[src/rtl/load_store_unit.sv]
// RV32 load/store unit: one outstanding access, byte-lane steering on the way out,
// load formatting on the way back, with an access-fault check and a memory timeout.
module load_store_unit #(
    parameter int DATA_WIDTH = 32,
    parameter int ADDR_WIDTH = 32,
    parameter int TIMEOUT    = 16
) (
    input  logic                  clk,
    input  logic                  rst_n,
    input  logic                  req_valid,
    output logic                  req_ready,
    input  logic                  req_we,
    input  logic [2:0]            req_funct3,
    input  logic [ADDR_WIDTH-1:0] req_addr,
    input  logic [DATA_WIDTH-1:0] req_wdata,
    output logic                  rsp_valid,
    output logic [DATA_WIDTH-1:0] rsp_rdata,
    output logic                  rsp_err,
    output logic                  mem_req,
    input  logic                  mem_gnt,
    output logic                  mem_we,
    output logic [ADDR_WIDTH-1:0] mem_addr,
    output logic [3:0]            mem_be,
    output logic [DATA_WIDTH-1:0] mem_wdata,
    input  logic                  mem_rvalid,
    input  logic [DATA_WIDTH-1:0] mem_rdata
);

    localparam int CW = $clog2(TIMEOUT + 1);
    localparam logic [CW-1:0] TO_LAST = CW'(TIMEOUT - 1);

    typedef enum logic [1:0] {
        IDLE = 2'd0,
        REQ  = 2'd1,
        WAIT = 2'd2,
        RESP = 2'd3
    } state_t;

    state_t                  state_r;
    state_t                  state_s;
    logic [CW-1:0]           cnt_r;
    logic                    we_r;
    logic [2:0]              funct3_r;
    logic [1:0]              addr_lo_r;
    logic                    accept_s;
    logic                    timeout_s;
    logic                    rsp_err_s;
    logic [DATA_WIDTH-1:0]   rsp_rdata_s;

    function automatic logic is_fault(input logic we, input logic [2:0] f3, input logic [1:0] a);
        logic flt_s;
        if (we) begin
            flt_s = !(f3 == 3'b000 || f3 == 3'b001 || f3 == 3'b010);
        end else begin
            flt_s = (f3 == 3'b011 || f3 == 3'b110 || f3 == 3'b111);
        end
        case (f3[1:0])
            2'b01:   flt_s = flt_s | a[0];
            2'b10:   flt_s = flt_s | (a != 2'b00);
            default: flt_s = flt_s;
        endcase
        return flt_s;
    endfunction

    function automatic logic [3:0] byte_enable(input logic [2:0] f3, input logic [1:0] a);
        case (f3[1:0])
            2'b00:   return 4'b0001 << a;
            2'b01:   return a[1] ? 4'b1100 : 4'b0011;
            2'b10:   return 4'b1111;
            default: return 4'b0000;
        endcase
    endfunction

    function automatic logic [DATA_WIDTH-1:0] steer_wdata(input logic [2:0] f3, input logic [DATA_WIDTH-1:0] w);
        case (f3[1:0])
            2'b00:   return {4{w[7:0]}};
            2'b01:   return {2{w[15:0]}};
            default: return w;
        endcase
    endfunction

    function automatic logic [DATA_WIDTH-1:0] format_load(input logic [2:0] f3, input logic [1:0] a,
                                                          input logic [DATA_WIDTH-1:0] raw);
        logic [DATA_WIDTH-1:0] shift_s;
        logic [7:0]            byte_s;
        logic [15:0]           half_s;
        shift_s = raw >> {a, 3'b000};
        byte_s  = shift_s[7:0];
        half_s  = a[1] ? raw[31:16] : raw[15:0];
        case (f3)
            3'b000:  return {{24{byte_s[7]}}, byte_s};
            3'b100:  return {24'h000000, byte_s};
            3'b001:  return {{16{half_s[15]}}, half_s};
            3'b101:  return {16'h0000, half_s};
            3'b010:  return raw;
            default: return {DATA_WIDTH{1'b0}};
        endcase
    endfunction

    assign accept_s  = req_valid & req_ready;
    assign timeout_s = (cnt_r == TO_LAST);

    // Next state and the response that goes with entering RESP; timeout loses to rvalid
    always_comb begin
        state_s     = state_r;
        rsp_err_s   = 1'b0;
        rsp_rdata_s = {DATA_WIDTH{1'b0}};
        case (state_r)
            IDLE: begin
                if (accept_s) begin
                    if (is_fault(req_we, req_funct3, req_addr[1:0])) begin
                        state_s   = RESP;
                        rsp_err_s = 1'b1;
                    end else begin
                        state_s = REQ;
                    end
                end else begin
                    state_s = IDLE;
                end
            end
            REQ: begin
                if (timeout_s) begin
                    state_s   = RESP;
                    rsp_err_s = 1'b1;
                end else if (mem_gnt) begin
                    state_s = WAIT;
                end else begin
                    state_s = REQ;
                end
            end
            WAIT: begin
                if (mem_rvalid) begin
                    state_s     = RESP;
                    rsp_rdata_s = we_r ? {DATA_WIDTH{1'b0}} : format_load(funct3_r, addr_lo_r, mem_rdata);
                end else if (timeout_s) begin
                    state_s   = RESP;
                    rsp_err_s = 1'b1;
                end else begin
                    state_s = WAIT;
                end
            end
            RESP:    state_s = IDLE;
            default: state_s = IDLE;
        endcase
    end

    // FSM state, timeout counter and captured request attributes
    always_ff @(posedge clk or negedge rst_n) begin
        if (!rst_n) begin
            state_r   <= IDLE;
            cnt_r     <= {CW{1'b0}};
            we_r      <= 1'b0;
            funct3_r  <= 3'b000;
            addr_lo_r <= 2'b00;
        end else begin
            state_r <= state_s;
            if (accept_s) begin
                cnt_r     <= {CW{1'b0}};
                we_r      <= req_we;
                funct3_r  <= req_funct3;
                addr_lo_r <= req_addr[1:0];
            end else if (state_r == REQ || state_r == WAIT) begin
                cnt_r <= cnt_r + {{(CW-1){1'b0}}, 1'b1};
            end else begin
                cnt_r <= cnt_r;
            end
        end
    end

    // Registered handshake and response outputs, derived from the next state
    always_ff @(posedge clk or negedge rst_n) begin
        if (!rst_n) begin
            req_ready <= 1'b0;
            rsp_valid <= 1'b0;
            rsp_err   <= 1'b0;
            rsp_rdata <= {DATA_WIDTH{1'b0}};
            mem_req   <= 1'b0;
        end else begin
            req_ready <= (state_s == IDLE);
            rsp_valid <= (state_s == RESP);
            rsp_err   <= rsp_err_s;
            rsp_rdata <= rsp_rdata_s;
            mem_req   <= (state_s == REQ);
        end
    end

    // Memory command fields are captured once at accept and held through the grant wait
    always_ff @(posedge clk or negedge rst_n) begin
        if (!rst_n) begin
            mem_we    <= 1'b0;
            mem_addr  <= {ADDR_WIDTH{1'b0}};
            mem_be    <= 4'b0000;
            mem_wdata <= {DATA_WIDTH{1'b0}};
        end else if (state_r == IDLE && state_s == REQ) begin
            mem_we    <= req_we;
            mem_addr  <= {req_addr[ADDR_WIDTH-1:2], 2'b00};
            mem_be    <= byte_enable(req_funct3, req_addr[1:0]);
            mem_wdata <= steer_wdata(req_funct3, req_wdata);
        end else begin
            mem_we    <= mem_we;
            mem_addr  <= mem_addr;
            mem_be    <= mem_be;
            mem_wdata <= mem_wdata;
        end
    end

endmodule
[config.mk]
export PLATFORM = sky130hd
export DESIGN_NAME = load_store_unit
export DESIGN_NICKNAME = d
export VERILOG_FILES = /design/src/rtl/load_store_unit.sv
export SDC_FILE = /design/constraint.sdc
export NUM_CORES = 1
export LEC_CHECK = 0
export ABC_AREA = 1
export CORE_AREA = 2 2 119 121
export CTS_BUF_LIST = sky130_fd_sc_hd__clkbuf_2
export DETAILED_ROUTE_END_ITERATION = 10
export DIE_AREA = 0 0 121 123
export PLACE_DENSITY = 0.78
export SYNTH_ARGS = -nofsm -noshare
export SYNTH_HDL_FRONTEND = slang
export SYNTH_SLANG_ARGS = --single-unit
[constraint.sdc]
create_clock -name clk -period 1.7 [get_ports clk]
set_clock_uncertainty 0.15 [all_clocks]
set_input_delay 0.34 -clock clk [delete_from_list [all_inputs] [get_ports clk]]
set_output_delay 0.34 -clock clk [all_outputs]
set_load 0.02 [all_outputs]
# --- Yosys cells after proc, flatten, opt, wreduce, memory -nomap -nowiden ---
# Index checks and enable logic that the tools add are counted.
classes:
  add_sub_neg: 1
  n_mul: 0
  div_mod_pow: 0
  n_lt_le_gt_ge: 0
  eq_ne: 17
  n_shift: 2
  n_mux: 28
  n_bitwise: 3
  n_reduce_logical: 14
ops:
  columns: ["operator", "n"]
  rows:
  - ["$pmux W32 S5", 1]
  - ["$mux W32", 3]
  - ["$pmux W32 S2", 1]
  - ["$shr A32 B5 Y8", 1]
  - ["$mux W16", 1]
  - ["$eq A3 B3 Y1 const B", 4]
  - ["$pmux W4 S3", 1]
  - ["$mux W1", 11]
  - ["$mux W5", 2]
  - ["$eq A3 B2 Y1 const B", 3]
  - ["$eq A2 B2 Y1 const B", 4]
  - ["$mux W2", 4]
  - ["$pmux W2 S4", 1]
  - ["$eq A2 B1 Y1 const B", 3]
  - ["$eq A3 B1 Y1 const B", 2]
  - ["$logic_not A2 Y1", 3]
  - ["$logic_not A3 Y1", 2]
  - ["$add A5 B1 Y5 const B", 1]
  - ["$eq A5 B4 Y1 const B", 1]
  - ["$logic_or A1 B1 Y1", 5]
  - ["$mux W4", 1]
  - ["$reduce_bool A2 Y1", 2]
  - ["$shl A1 B2 Y4 const A", 1]
  - ["$pmux W1 S3", 1]
  - ["other kinds (5)", 6]
totals:
  reg_bits: 116
  latch_bits: 0
  ramBits: 0
  romBits: 0
  input_bits: 105
  output_inout_bits: 105
  mem_count: 0

# --- Logic depth before layout (Yosys ltp) ---
# Gate-level depths: netlist (run 1).
logic_depth:
  depth_word: 16
  depth_mapped: 13

# --- Least setup slack after synthesis (run 1) ---
# Ideal clock, no wire load.
synth_timing:
  path_type: "in2reg"
  from: "input port req_funct3[1]"
  to: "register mem_addr[10]"
  setup_ns: 0.116
  t_arrival_ns: 1.711
  slack_ns: -0.277
  path_stages: 13
  path_buffers: 3
  cell_sequence: "buf_2 > inv_1 > ha_1 > buf_6 > nor2_8 > nand2_1 > nand2_1 > nand2_2 > nand3_4 > inv_2 > buf_4 > nand2_1 > nand2_1"
synth_between:
  elab_chain_len: 16
  elab_cells_between_ends: 26
synth_rtl:
  columns: ["item", "line", "text"]
  rows:
  - ["from (decl)", "13", "input logic [2:0] req_funct3,"]
  - ["$eq A3 B1 Y1 / $logic_not A3 Y1 (equally long branches)", "53", "flt_s = !(f3 == 3'b000 || f3 == 3'b001 || f3 == 3'b010);"]
  - ["$logic_or A1 B1 Y1 (2 in series)", "53", null]
  - ["$logic_not A1 Y1", "53", null]
  - ["$mux W1", "52", "if (we) begin"]
  - ["$mux W1", "110", "if (accept_s) begin"]
  - ["$mux W1", "108", "case (state_r)"]
  - ["$or A1 B1 Y1 (on tied branches)", "59, 58", null]
  - ["$pmux W1 S2 (*)", "57", "case (f3[1:0])"]
  - ["$mux W1 (*)", "110", null]
  - ["$mux W1 (*)", "108", null]
  - ["$mux W2 (*)", "111", "if (is_fault(req_we, req_funct3, req_addr[1:0])) begin"]
  - ["$mux W2 (*)", "110", null]
  - ["$pmux W2 S4 (*)", "108", null]
  - ["$eq A2 B1 Y1 (*)", "194", "end else if (state_r == IDLE && state_s == REQ) begin"]
  - ["$logic_and A1 B1 Y1 (*)", "194", null]
  - ["to (signal assigned)", "191", "mem_addr <= {ADDR_WIDTH{1'b0}};"]
  - ["to (signal assigned)", "196", "mem_addr <= {req_addr[ADDR_WIDTH-1:2], 2'b00};"]
  - ["to (signal assigned)", "201", "mem_addr <= mem_addr;"]
  - ["to (decl)", "22", "output logic [ADDR_WIDTH-1:0] mem_addr,"]
# Every way passes the cells marked *; elsewhere a longest branch is shown, timed or not. The select of a mux whose other input is x is not followed.
# A chain may end at the register's enable or synchronous reset.

# --- Worst setup path after layout (run 1) ---
layout_timing:
  from: "register mem_addr[12]"
  to: "output port mem_addr[12]"
# No word-level cell between the ends.

==> flow_summary.ini, run 1 <==
[power_and_ir_drop]
power_density_mw_per_mm2 = 1520
total_power_mw = 14.2
ir_drop_mv = 0.951
cellLeakagePower_nw = 4.76

[global_route]
grt_pass1_vias = 5558
antenna_found_initial = 1
grt_usage_pct = 23.3
grt_pass1_wl_um = 26700
grt_max_degree = 48
globalRouteOverflowTotal = 0

[logic_synthesis]
synth_enable_flop_cells = 0
yosysUniqueCellTypes = 27
synth_ff_type = dfrtp_1
async_reset_ff_share_pct = 100
yosys_register_bits = 116
ys_seq_area_share_pct = 53.0
syn_inst = 676
yosysWarnings = 0
syn_area_mm2 = 0.00548
syn_area_per_cell_um2 = 8.11

[timing]
finalSetupViolCount = 93
final.min_clock_period_ns = 1.79
post-route-period-util_pct = 105
setup_slack_ns = -0.0878
rsz0062_at_grt = yes
slew_headroom_pct = 52.1
drv_slew = 0
fin_tns_setup_ns = -3.95
hold_viol_final = 0
worstMarginPinSlew_ns = 0.716
clock.fmax_ghz = 0.559

[min_path]
whs_path_depth = 3
hold_start = req_wdata[2]
hp-class = in -> reg
worstHoldEndpoint = mem_wdata[2]

[routing]
routedWlPerCell_um = 14.9
drcViolationCount = 0
vias = 5732
ant_nets = 0
first_pass_iters = 7
drt_wl_total_um = 18000
first_iter_violations = 346
post_drt_via_cell_ratio = 4.76

[die]
io_pins = 210
core_mm2 = 0.0136
die_w_um = 121
initial_core_util_pct = 40.3
die_y_um = 123
design.die.area_mm2 = 0.0149
rows = 43

[layout]
layout-area-overhead-vs-synth_pct = 70.1
fin_area_mm2 = 0.00932
fin_cells = 1205
fillers = 1063
utilization_pct = 68.5
multiInputGateArea_mm2 = 0.00220
layout-drive-gt1-share_pct = 27.0
seqCellArea_mm2 = 0.00291
fin_nets = 1126

[setup_path]
required_ns = 1.21
critical_path_class = reg -> out
reg2reg_to = req_ready
r2r-start = cnt_r[1]
critPathMaxStageDelay_ns = 0.45
cp_num_buf_inv = 1
cp-end-kind = output pin
cp-start-kind = register
ff2ff_path_depth = 9
worst_ep_arrival_time_ns = 1.30
cp_slowest_cell = dfrtp_1
worstPathCellList = buf_6
rrSetupSlack_ns = 0
crit_family = flip-flops
cp_max_fo = 2

[placed_design]
dp_hpwl_um = 11900
gp_congestion = 0.890
dp_cells = 1087
dpl-instance-area_mm2 = 0.00808
io_buffers = 207

[clock_network]
htree_num_levels = 4
cts_tree = done
numCtsBuffers = 17
clkLatencyLatePin_ns = 0.69
clkSinkCount = 116
cts-root-buf = clkbuf_2
cts.reportedPaths.clkPinSlew_ns = 0.19
clockBufferDepth = 2

[status]
violations = setup timing
status = complete, but fails checks

[flow_run]
cap_violations = 0
metal layers:
metal | share of wire, % | track usage [%]
met1 | 40 | 27.0
met2 | 51 | 39.3
met3 | 5.1 | 5.35
met4 | 4.1 | 14.5
met5 | 0 | 0
how the worst max path moves through the flow:
stage,start,end,slack (ns),cells after the start
final,mem_addr[12],mem_addr[12],-0.09,1
after global routing,mem_addr[12],mem_addr[12],-0.20,1
after CTS,mem_be[0],mem_be[0],-0.16,1
after detailed placement,req_funct3[1],mem_addr[27],-0.75,9
after global placement,req_funct3[1],mem_addr[6],-0.63,9
after floorplan,req_funct3[1],mem_addr[10],-0.06,13
report_power, final:
group	internal [mW]	leakage, nW	switching, mW
clock	0.511	0.111	1.10
combinational	3.97	3.15	3.98
sequential	3.79	1.50	0.826
total	8.28	4.76	5.91
what timing repair did:
action | 4_1_cts | 5_1_grt
pin swaps | 5 | 8
hold endpoints to repair | 146 | 1
cloned | 1 | 1
gates resized for setup | 643 | 34
hold buffers | 33 | 1
endpoints found under the setup margin | 175 | 186
buffers inserted | 20 | 28
cell type report:
class,count,area share (%)
Inverter,78,3.36
Multi-Input combinational cell,452,23.6
Clock inverter,14,1.24
Sequential cell,116,31.2
Tap cell,180,2.42
Timing Repair Buffer,344,37.1
Timing Repair inverter,1,0.0940
Antenna cell,2,0.0537
Clock buffer,18,0.967
layout by cell type (no fill, tap or decap), drive strengths merged:
master	count
o211ai	7
buf	206
nand2	238
dfrtp	116
a31oi	1
nor2	48
clkinvlp	7
dlygate4sd3	34
o21ai	68
clkbuf	19
mux2i	5
ha	11
nor3	9
inv	79
clkinv	6
a21oi	47
dlymetal6s2s	1
bufinv	1
nand3	13
conb	2
clkdlybuf4s50	102
nor4	1
a211oi	2
diode	2
cell families (layout without fill, tap and decap cells):
group	Yosys count	in the layout	share of synthesized area, %
adder cells (fa/ha/maj)	11	11	2.51
buffers and inverters	109	455	9.02
flip-flops	116	116	53.0
AO/OA/AOI/OAI	125	125	11.9
multiplexers	5	5	0.913
other	1	4	0.0684
AND/OR/NAND/NOR	309	309	22.7
cells in the mapped netlist (2+ instances only):
master / count / area [µm²]
nand2_1: 237 / 890
dfrtp_1: 116 / 2900
inv_1: 76 / 285
o21ai_0: 67 / 335
a21oi_1: 47 / 235
nor2_1: 45 / 169
buf_2: 13 / 65.1
ha_1: 11 / 138
nand3_1: 11 / 55.1
nor3_1: 9 / 45.0
o211ai_1: 7 / 52.6
buf_4: 6 / 45.0
buf_6: 6 / 67.6
clkbuf_1: 5 / 18.8
mux2i_1: 5 / 50.1
a211oi_1: 2 / 15.0
inv_2: 2 / 7.51
nor2_4: 2 / 22.5
flip-flops by register name (all words and copies together), names as in the netlist, 2 cells and up:
| name | flops |
|---|---|
| addr_lo_r | 2 |
| cnt_r | 5 |
| state_r | 2 |
| mem_wdata | 32 |
| rsp_rdata | 32 |
| funct3_r | 3 |
| mem_addr | 30 |
| mem_be | 4 |
per-stage QoR:
| stage | worst slack, ns | hold slack (ns) |
|---|---|---|
| after CTS | -0.163 | 0.0104 |
| after floorplan | -0.0592 | -0.106 |
| after detailed placement | -0.749 | 0.105 |
| after global placement | -0.625 | 0.0999 |
| after global routing | -0.201 | 0.0458 |
| final | -0.0878 | 0.102 |
Power figures use the tool's default switching activity.
==> run 2: changes to the inputs <==
--- a/config.mk
+++ b/config.mk
@@ -6,11 +6,11 @@
 export NUM_CORES = 1
 export LEC_CHECK = 0
 export ABC_AREA = 1
-export CORE_AREA = 2 2 119 121
+export CORE_AREA = 2 2 114 116
 export CTS_BUF_LIST = sky130_fd_sc_hd__clkbuf_2
 export DETAILED_ROUTE_END_ITERATION = 10
-export DIE_AREA = 0 0 121 123
-export PLACE_DENSITY = 0.78
+export DIE_AREA = 0 0 116 118
+export PLACE_DENSITY = 0.8
 export SYNTH_ARGS = -nofsm -noshare
 export SYNTH_HDL_FRONTEND = slang
 export SYNTH_SLANG_ARGS = --single-unit
==> constraint.sdc (replaced) <==
create_clock -name clk -period 1.75 [get_ports clk]
set_clock_uncertainty 0.15 [all_clocks]
set_input_delay 0.35 -clock clk [delete_from_list [all_inputs] [get_ports clk]]
set_output_delay 0.35 -clock clk [all_outputs]
set_load 0.02 [all_outputs]
==> run 2 against run 1 <==
Compared with the run above:
- the flow still finishes with violations (setup timing)
- final cell count is 2.6% lower
- first-iteration DRC count is 18% higher
- clock power is 12% higher
- critical path type unchanged
- clock-buffer cell count is 1 higher
- utilization is 4.3 points higher
- register-to-register slack hardly changed
- non-clock buffer count is 21 lower
- worst hold slack worse by 0.034 ns
- sequential power is 4% lower
- combinational power is 6.7% lower
==> flow_summary.ini, run 2 (same netlist as run 1, synthesis figures left out) <==
[timing]
hold_slack_ns = 0.0689
drv_slew = 0
clock.fmax_ghz = 0.559
rsz0062_at_grt = yes
hold_viol_final = 0
final.min_clock_period_ns = 1.79
setup_slack_ns = -0.0405
post-route-period-util_pct = 102
finalSetupViolCount = 17

[power_and_ir_drop]
power_density_mw_per_mm2 = 1510
ir_drop_mv = 0.995
cellLeakagePower_nw = 4.67

[setup_path]
cp_num_buf_inv = 1
required_ns = 1.25
cp_max_fo = 2
cp_num_cells = 1
critPathMaxStageDelay_ns = 0.46
cp_slowest_cell = dfrtp_1
crit_family = flip-flops
worst_ep_arrival_time_ns = 1.29
cp-start-kind = register
critical_path_class = reg -> out
worstPathCellList = buf_6
ff2ff_path_depth = 9
cp-end-kind = output pin

[clock_network]
clkLatencyLatePin_ns = 0.66
cts_tree = done
cts-root-buf = clkbuf_2
clockBufferDepth = 2
cts.reportedPaths.clkPinSlew_ns = 0.19
htree_num_levels = 4
clkSinkCount = 116
numCtsBuffers = 17

[routing]
ant_nets = 0
drcViolationCount = 0
post_drt_via_cell_ratio = 4.79
first_pass_iters = 5
routedWlPerCell_um = 14.4
first_iter_violations = 410
vias = 5625
drt_wl_total_um = 17000

[global_route]
antenna_found_initial = 1
grt_pass1_vias = 5274
globalRouteOverflowTotal = 0
grt_pass1_wl_um = 25900
grt_usage_pct = 24.4
grt_max_degree = 51

[placed_design]
dp_hpwl_um = 11500
dp_slack_ns = -0.618
io_buffers = 207
gp_congestion = 0.882

[layout]
layout-drive-gt1-share_pct = 24.6
layout-area-overhead-vs-synth_pct = 64.8
layout_common_cells = nand2_1 (235), dfrtp_1 (116), buf_6 (103)
final_common_cell = nand2_1
fin_nets = 1104
reg_top3 = mem_wdata (32), rsp_rdata (32), mem_addr (30)

[die]
io_pins = 210
design.die.area_mm2 = 0.0137
die_y_um = 118
initial_core_util_pct = 44.1
die_w_um = 116
rows = 41
core_mm2 = 0.0124

[status]
status = complete, but fails checks
violations = setup timing

[min_path]
whs_path_depth = 3
hp-class = in -> reg

[flow_run]
cap_violations = 0
run 2: power breakdown:
part | switching, mW | internal [mW] | total (mW)
combinational | 3.77 | 3.66 | 7.43
sequential | 0.752 | 3.68 | 4.43
clock | 1.01 | 0.781 | 1.80
run 2: timing repair:
item | 4_1_cts | 5_1_grt
gates resized for setup | 622 | 20
pin swaps | 1 | 4
endpoints found under the hold margin | 139 | 1
setup endpoints to repair | 144 | 152
hold buffers | 26 | 1
setup buffers | 22 | 21
run 2: cell type report:
class                           count  area [µm²]
Sequential cell                   116        2900
Inverter                           78         308
Clock buffer                       19        95.1
Multi-Input combinational cell    452        2150
Clock inverter                     13         140
Tap cell                          172         215
Timing Repair Buffer              323        3210
Fill cell                         926        3390
Antenna cell                        1        2.50
run 2: through the flow:
step	TNS (ns)	cell area (µm²)	power, mW	std cells	util (%)
after floorplan	-0.576	5550	7.59	677	-
after global placement	-35.98	8030	10.5	1072	64.7
after detailed placement	-40.39	8030	10.6	1072	64.7
after CTS	-4.84	8820	13.2	1152	71.0
after global routing	-7.70	9030	14.5	1174	72.7
final	-0.185	9030	13.7	1174	72.7
run 2: final timing paths:
path / start / endpoint / slack (ns)
worst max register to register: cnt_r[0] / req_ready / 0.01
worst min-delay path: req_addr[19] / mem_addr[19] / 0.07
max in group asynchronous: rst_n / mem_wdata[8] / 0.42
worst min register to register: mem_addr[21] / mem_addr[21] / 0.37
min in group asynchronous: rst_n / req_ready / 0.43
worst max-delay path: mem_be[2] / mem_be[2] / -0.04
run 2: layer usage:
layer	track usage (%)	up-vias	part of all wire, %
met2	38.5	214	50
met1	30.7	2615	41
met3	5.87	55	5.1
met5	0	-	0
li1	-	2741	-
met4	13.1	0	4.3
==> run 3: changes to the inputs <==
--- a/config.mk
+++ b/config.mk
@@ -6,10 +6,10 @@
 export NUM_CORES = 1
 export LEC_CHECK = 0
 export ABC_AREA = 1
-export CORE_AREA = 2 2 114 116
+export CORE_AREA = 2 2 87 151
 export CTS_BUF_LIST = sky130_fd_sc_hd__clkbuf_2
 export DETAILED_ROUTE_END_ITERATION = 10
-export DIE_AREA = 0 0 116 118
+export DIE_AREA = 0 0 89 153
 export PLACE_DENSITY = 0.8
 export SYNTH_ARGS = -nofsm -noshare
 export SYNTH_HDL_FRONTEND = slang
==> run 3 against run 2 <==
Compared with the run above:
- the flow still finishes with violations (setup timing)
- clock power decreased by 22%
- die area decreased by 0.52%
- sequential cell count unchanged
- fmax decreased by 0.15%
- highest routed layer unchanged
==> flow_summary.ini, run 3 (same netlist as run 1, synthesis figures left out) <==
[die]
rows = 54
io_pins = 210
core_mm2 = 0.0124
initial_core_util_pct = 44.1
die_y_um = 153
design.die.area_mm2 = 0.0136
die_w_um = 89

[global_route]
grt_pass1_wl_um = 25400
grt_usage_pct = 24.2
grt_max_degree = 53
antenna_found_initial = 1
globalRouteOverflowTotal = 0
grt_pass1_vias = 5399

[power_and_ir_drop]
ir_drop_mv = 0.892
cellLeakagePower_nw = 4.67
power_density_mw_per_mm2 = 1490

[status]
status = complete, but fails checks
violations = setup timing

[min_path]
hp-class = in -> async

[timing]
final.min_clock_period_ns = 1.79
finalSetupViolCount = 3
hold_slack_ns = 0.0690
rsz0062_at_grt = yes
hold_viol_final = 0
fin_tns_setup_ns = -0.0785
drv_slew = 0
clock.fmax_ghz = 0.558
setup_slack_ns = -0.0433
post-route-period-util_pct = 102

[routing]
first_pass_iters = 4
drcViolationCount = 0
vias = 5647
drt_wl_total_um = 17700
first_iter_violations = 253
routedWlPerCell_um = 15.2
post_drt_via_cell_ratio = 4.85
ant_nets = 0

[setup_path]
critical_path_class = reg -> reg
r2r-start = cnt_r[1]
cp_slowest_cell = dfrtp_1
worstPathCellList = ha_2 -> inv_2 -> nor3_2 -> ha_2 -> buf_6 -> nor2_4 -> o21ai_2 -> nand2_1 -> nand2_1 -> nor2_1
worst_ep_arrival_time_ns = 2.20
cp_max_fo = 3
required_ns = 2.16
cp-end-kind = register
critPathMaxStageDelay_ns = 0.41
crit_path_start = cnt_r[1]
cp-start-kind = register

[clock_network]
cts_tree = done
cts.reportedPaths.clkPinSlew_ns = 0.18
clockBufferDepth = 2
clkSinkCount = 116
clkLatencyLatePin_ns = 0.63
cts-root-buf = clkbuf_2
numCtsBuffers = 17
htree_num_levels = 4

[placed_design]
dp_hpwl_um = 12200
gp_congestion = 0.911
io_buffers = 207

[layout]
final_common_cell = nand2_1
utilization_pct = 72.8
layout-area-overhead-vs-synth_pct = 65.1
reg_top3 = mem_wdata (32), rsp_rdata (32), mem_addr (30)
layout_common_cells = nand2_1 (234), dfrtp_1 (116), buf_6 (108)
fillers = 971
layout-drive-gt1-share_pct = 26.5
fin_nets = 1099

[flow_run]
cap_violations = 0
run 3: changes by cell type in the layout (fill, tap and decap cells not counted), sizes merged:
cell,previous run,this run
dlymetal6s2s,1,0
bufinv,3,0
buf,194,197
clkdlybuf4s50,102,103
clkbuf,19,24
clkinv,9,8
inv,78,79
dlygate4sd3,26,12
clkinvlp,1,5
run 3: timing repair:
| item | CTS | global route |
|---|---|---|
| endpoints found under the hold margin | 120 | 6 |
| cloned | 0 | 8 |
| pin swaps | 1 | 6 |
| endpoints found under the setup margin | 142 | 182 |
| setup buffers | 20 | 27 |
| hold buffers | 6 | 6 |
| resized for setup | 594 | 82 |
run 3: path summary, 6_finish.rpt:
kind                                      to  slack (ns)  depth (start not counted)
worst min register to register          we_r        0.36                          2
worst max-delay path                 mem_req       -0.04                         10
min in group clk                mem_addr[28]        0.07                          3
max in group asynchronous         state_r[0]        0.84                          3
worst min-delay path               req_ready        0.07                          3
worst max register to register       mem_req       -0.04                         10
run 3: per-stage QoR:
step | total power [mW] | setup WS (ns) | area, µm² | cells
3_5_place_dp | 10.6 | -0.590 | 7990 | 1065
5_1_grt | 14.4 | -0.143 | 9050 | 1165
2_1_floorplan | 7.59 | -0.0192 | 5550 | 677
4_1_cts | 12.6 | -0.0531 | 8410 | 1123
6_report | 13.5 | -0.0433 | 9050 | 1165
3_3_place_gp | 10.5 | -0.502 | 7990 | 1065
run 3: layer usage:
metal | wire length (µm) | track usage, % | vias to the layer above
met2 | 9540 | 42.6 | 230
met4 | 1020 | 13.9 | 0
met3 | 906 | 4.70 | 78
li1 | - | - | 2731
met5 | 0 | 0 | -
met1 | 6220 | 26.0 | 2608
run 3: power breakdown:
group | total (mW) | leakage, nW | internal, mW | switching [mW]
Sequential | 4.48 | 1.50 | 3.68 | 0.803
Combinational | 7.61 | 3.06 | 3.80 | 3.81
Clock | 1.41 | 0.112 | 0.357 | 1.06
Total | 13.5 | 4.67 | 7.83 | 5.67
run 3: area by class of cell:
cell class | instances | area [µm²] | area share (%)
antenna | 1 | 2.50 | 0.0277
clock buffer | 18 | 90.1 | 0.996
clock inverter | 14 | 90.1 | 0.996
inverter | 78 | 315 | 3.49
multi-input combinational | 452 | 2170 | 24.0
sequential | 116 | 2900 | 32.1
tap | 168 | 210 | 2.32
timing repair buffer | 318 | 3260 | 36.0
run 3: critical path, delay by kind of cell, from the launching register on:
kind	cells	cell delay, ns
compound gates	1	0.11
fa+ha+maj	2	0.45
buf+inv	2	0.16
flops	1	0.41
simple gates	5	0.43
